<file path="src/rtl/cpu_pkg.sv">
// Shared CPU control constants: slot count, counter width and the slot index
// names the control unit uses when decoding micro-operation strobes.
package cpu_pkg;
    localparam int NSTATES = 6;
    localparam int CW      = 3;

    localparam int T0 = 0;
    localparam int T1 = 1;
    localparam int T2 = 2;
    localparam int T3 = 3;
    localparam int T4 = 4;
    localparam int T5 = 5;
endpackage

</file>
<file path="src/rtl/time_sequencer_if.sv">
// Time-slot bus from the sequencer to the control-unit strobe decode.
interface time_sequencer_if #(
    parameter int NSTATES = cpu_pkg::NSTATES
);
    logic [NSTATES-1:0] t;

    modport master (output t);
    modport slave  (input  t);
endinterface

</file>
<file path="src/rtl/time_sequencer_onehot_decoder.sv">
// Maps the slot counter to a one-hot slot bus; out-of-range (or unknown)
// counts decode to all zeros.
module onehot_decoder #(
    parameter int CW      = 3,
    parameter int NSTATES = 6
) (
    input  logic [CW-1:0]      cnt,
    output logic [NSTATES-1:0] t
);
    always_comb begin
        t = '0;
        for (int k = 0; k < NSTATES; k++) begin
            if (cnt == CW'(k)) t[k] = 1'b1;
        end
    end
endmodule

</file>
<file path="src/rtl/time_sequencer.sv">
// Free-running T0..T(N-1) timing-state generator. The control unit terminates
// an instruction by pulsing reset, which may be derived from t itself.
module time_sequencer #(
    parameter int NSTATES = cpu_pkg::NSTATES,
    parameter int CW      = cpu_pkg::CW
) (
    input  logic              clock,
    input  logic              reset,
    time_sequencer_if.master  bus
);
    import cpu_pkg::*;

    logic [CW-1:0] cnt;

    // The else branch also catches illegal and unknown counts, so any bad
    // value is flushed back to T0 on the next edge.
    always_ff @(posedge clock or posedge reset) begin
        if (reset)
            cnt <= CW'(T0);
        else if (cnt < CW'(NSTATES-1))
            cnt <= cnt + 1'b1;
        else
            cnt <= CW'(T0);
    end

    onehot_decoder #(
        .CW      (CW),
        .NSTATES (NSTATES)
    ) u_dec (
        .cnt (cnt),
        .t   (bus.t)
    );
endmodule

</file>
<file path="src/flat_wrapper.sv">
// flat-port wrapper written by rule: the top's interface ports become plain ports
module time_sequencer_flat import cpu_pkg::*;
#(
    parameter int NSTATES = cpu_pkg::NSTATES,
    parameter int CW      = cpu_pkg::CW
)
  (clock, reset, bus_t);
  time_sequencer_if #(.NSTATES(NSTATES)) bus_i ();
  input  logic clock;
  input  logic reset;
  output wire logic [$bits(bus_i.t)-1:0] bus_t;
  assign bus_t = bus_i.t;
  time_sequencer #(.NSTATES(NSTATES), .CW(CW)) u_core (.clock(clock), .reset(reset), .bus(bus_i));
endmodule
</file>
<file path="config.mk">
export PLATFORM = sky130hd
export DESIGN_NAME = time_sequencer_flat
export DESIGN_NICKNAME = d
export VERILOG_FILES = /design/src/rtl/cpu_pkg.sv /design/src/rtl/time_sequencer_if.sv /design/src/rtl/time_sequencer_onehot_decoder.sv /design/src/rtl/time_sequencer.sv /design/src/flat_wrapper.sv
export SDC_FILE = /design/constraint.sdc
export NUM_CORES = 1
export LEC_CHECK = 0
export CORE_AREA = 2 2 39 41
export DETAILED_ROUTE_END_ITERATION = 8
export DIE_AREA = 0 0 41 43
export GPL_TIMING_DRIVEN = 0
export PLACE_DENSITY = 0.42
export SYNTH_ARGS = -nofsm -noshare
export SYNTH_HDL_FRONTEND = slang
export SYNTH_SLANG_ARGS = --single-unit
</file>
<file path="constraint.sdc">
create_clock -name clock -period 1.5 [get_ports clock]
set_input_delay 0.3 -clock clock [delete_from_list [all_inputs] [get_ports clock]]
set_output_delay 0.3 -clock clock [all_outputs]
set_load 0.05 [all_outputs]
</file>
==> results of run 1 <==
==> cell type report <==
cell class                 instances  area (sq um)  area share (%)
multi-input combinational         14         136.4           36.21
timing repair buffer              10         103.9           27.57
clock buffer                       4         26.28           6.977
inverter                           4         15.01           3.987
sequential                         3         75.07           19.93
tap                               16         20.02           5.316
==> metal layers <==
metal | global-route usage [%] | vias up
met2 | 7.813 | 8
met4 | 6.000 | 0
met5 | 0 | -
li1 | - | 90
met3 | 3.141 | 0
met1 | 6.472 | 75
==> Yosys cell counts (all sizes together) <==
| cell | number | area (sq um) |
|---|---|---|
| and2b | 3 | 22.52 |
| inv | 4 | 15.01 |
| ha | 5 | 62.56 |
| dfrtp | 3 | 75.07 |
| o21ai | 1 | 8.760 |
| a21oi | 1 | 5.000 |
| and2 | 3 | 18.77 |
| nor2b | 1 | 6.260 |
==> logic make-up (layout without fill, tap and decap cells) <==
group           count (synthesis)  count (layout)  synth area share [%]
fa+ha+maj                       5               5                 29.24
compound gates                  2               2                 6.431
buf+inv                         4              18                 7.015
simple gates                    7               7                 22.22
flops                           3               3                 35.09
==> worst max-delay path, stage by stage, from the launching register on <==
cell,delay (ns)
dfrtp_1,0.41
inv_2,0.08
ha_2,0.16
and2_1,0.14
buf_6,0.16
==> worst paths after layout <==
| check | end | slack [ns] |
|---|---|---|
| worst max-delay path | bus_t[4] | 0.02 |
| worst min-delay path | u_core.cnt[1] | 0.23 |
| worst max register to register | u_core.cnt[2] | 0.43 |
| worst min register to register | u_core.cnt[0] | 0.59 |
| max in group asynchronous | u_core.cnt[2] | 1.13 |
| min in group clock | u_core.cnt[0] | 0.59 |
==> power by group <==
| part | switching, mW | internal [mW] |
|---|---|---|
| logic | 0.00173 | 0.00242 |
| clock network | 0.0395 | 0.0996 |
| registers | 0 | 0.0814 |
==> repair_timing <==
item                       4_1_cts  5_1_grt
buffers inserted                 2        1
setup endpoints to repair        6        6
resized for setup               46        4
==> reports/metrics.yaml, run 1 <==
status: "finished clean"
num_vias: 173
syn_avg_cell_area_sq_um: 10.19
cts_buffers: 3
place_ws_ns: -0.3842
path_clk_slew_ns: 0.04
dr.pass1.iters: 1
row_count: 14
cts_max_path_buffers: 2
wire_per_inst_microns: 7.431
via_per_inst: 3.392
fp.dieW_microns: 41
top_layer_used: "met3"
synth-seq-cells: 3
worst_setup_path_end_kind: "output port"
htree_levels: 1
clk_latency_ns: 0.23
wl_met3_microns: 29
final_cell_mix: "buf_6, ha_2"
post-route-period-util_pct: 98.87
postCtsHoldBufs: 0
arrival_ns: 1.18
reg.largest.list: "u_core.cnt: 3 flops"
start_util_pct: 15.46
grt_setup_unrepaired: "yes"
ff2ff_path_depth: 3
powerDensity_nw_per_um2: 596.4
ys_seq_area_share_pct: 35.09
fin_ws_ns: 0.01699
io_pins: 8
drtAntennaViolNets: 0
critPathLaunch: "u_core.cnt[1]"
core_area_sq_um: 1384
max_freq_mhz: 674.3
final_cells: 51
regMostFlops: "u_core.cnt"
grt_usage_pct: 6.036
area_growth_pct: 76.02
slew_violations: 0
timing.slew.headroom_pct: 85.27
drive_gt1_share_pct: 57.14
place.gp.congestion: 0.6136
worstMarginPinSlew_ns: 0.2210
setup_viol: 0
power_uw: 224.6
layout.nets: 43
max-vdd-ir-drop_mv: 0.2741
rr_startpoint: "u_core.cnt[0]"
hold_viol_final: 0
syn_nets: 28
final_area_sq_um: 376.6
die_h_microns: 43
cts_sinks: 3
grt_max_degree: 9
io_buffers: 7
finalSetupTns_ns: 0
period_minus_slack_ns: 1.483
p_leak_nw: 0.1849
netlist_instances: 21
final_common_cell: "buf_6"
die_area_sq_um: 1763
required_ns: 1.20
hold_slack_ns: 0.2344
cts_tree: "built"
cp-start-kind: "register"
drc: 0
cts_root_buffer: "clkbuf_4"
drv_cap: 0
finalClockSkew_ns: 0.002757
drt-initial-drc-count: 0
antenna_found_initial: 0
dpl.cell_count: 44
ys_warn_count: 0
dpl_cell_area_sq_um: 304.0
critPathKind: "reg2out"
final_core_util_pct: 27.22
grt_pass1_vias: 173
antenna_cells: 0
largest_reg_flops: 3
fill_cells: 146
met2_length_microns: 190
grt_pass1_wl_microns: 648
grt_overflow_total: 0
holdCritPathClass: "in2async"
synthesis.area_sq_um: 214.0
cp_max_fo: 4
synth.distinct_cells: 8
drt-total-wl_microns: 379
wl_met1_microns: 159
Note: power is estimated with default switching activity, not from simulation.
==> inputs of run 2 (changes only) <==
- REMOVE_ABC_BUFFERS: not set -> 1
==> results of run 2 <==
Final layout, timing and power as in run 1 (identical DEF).
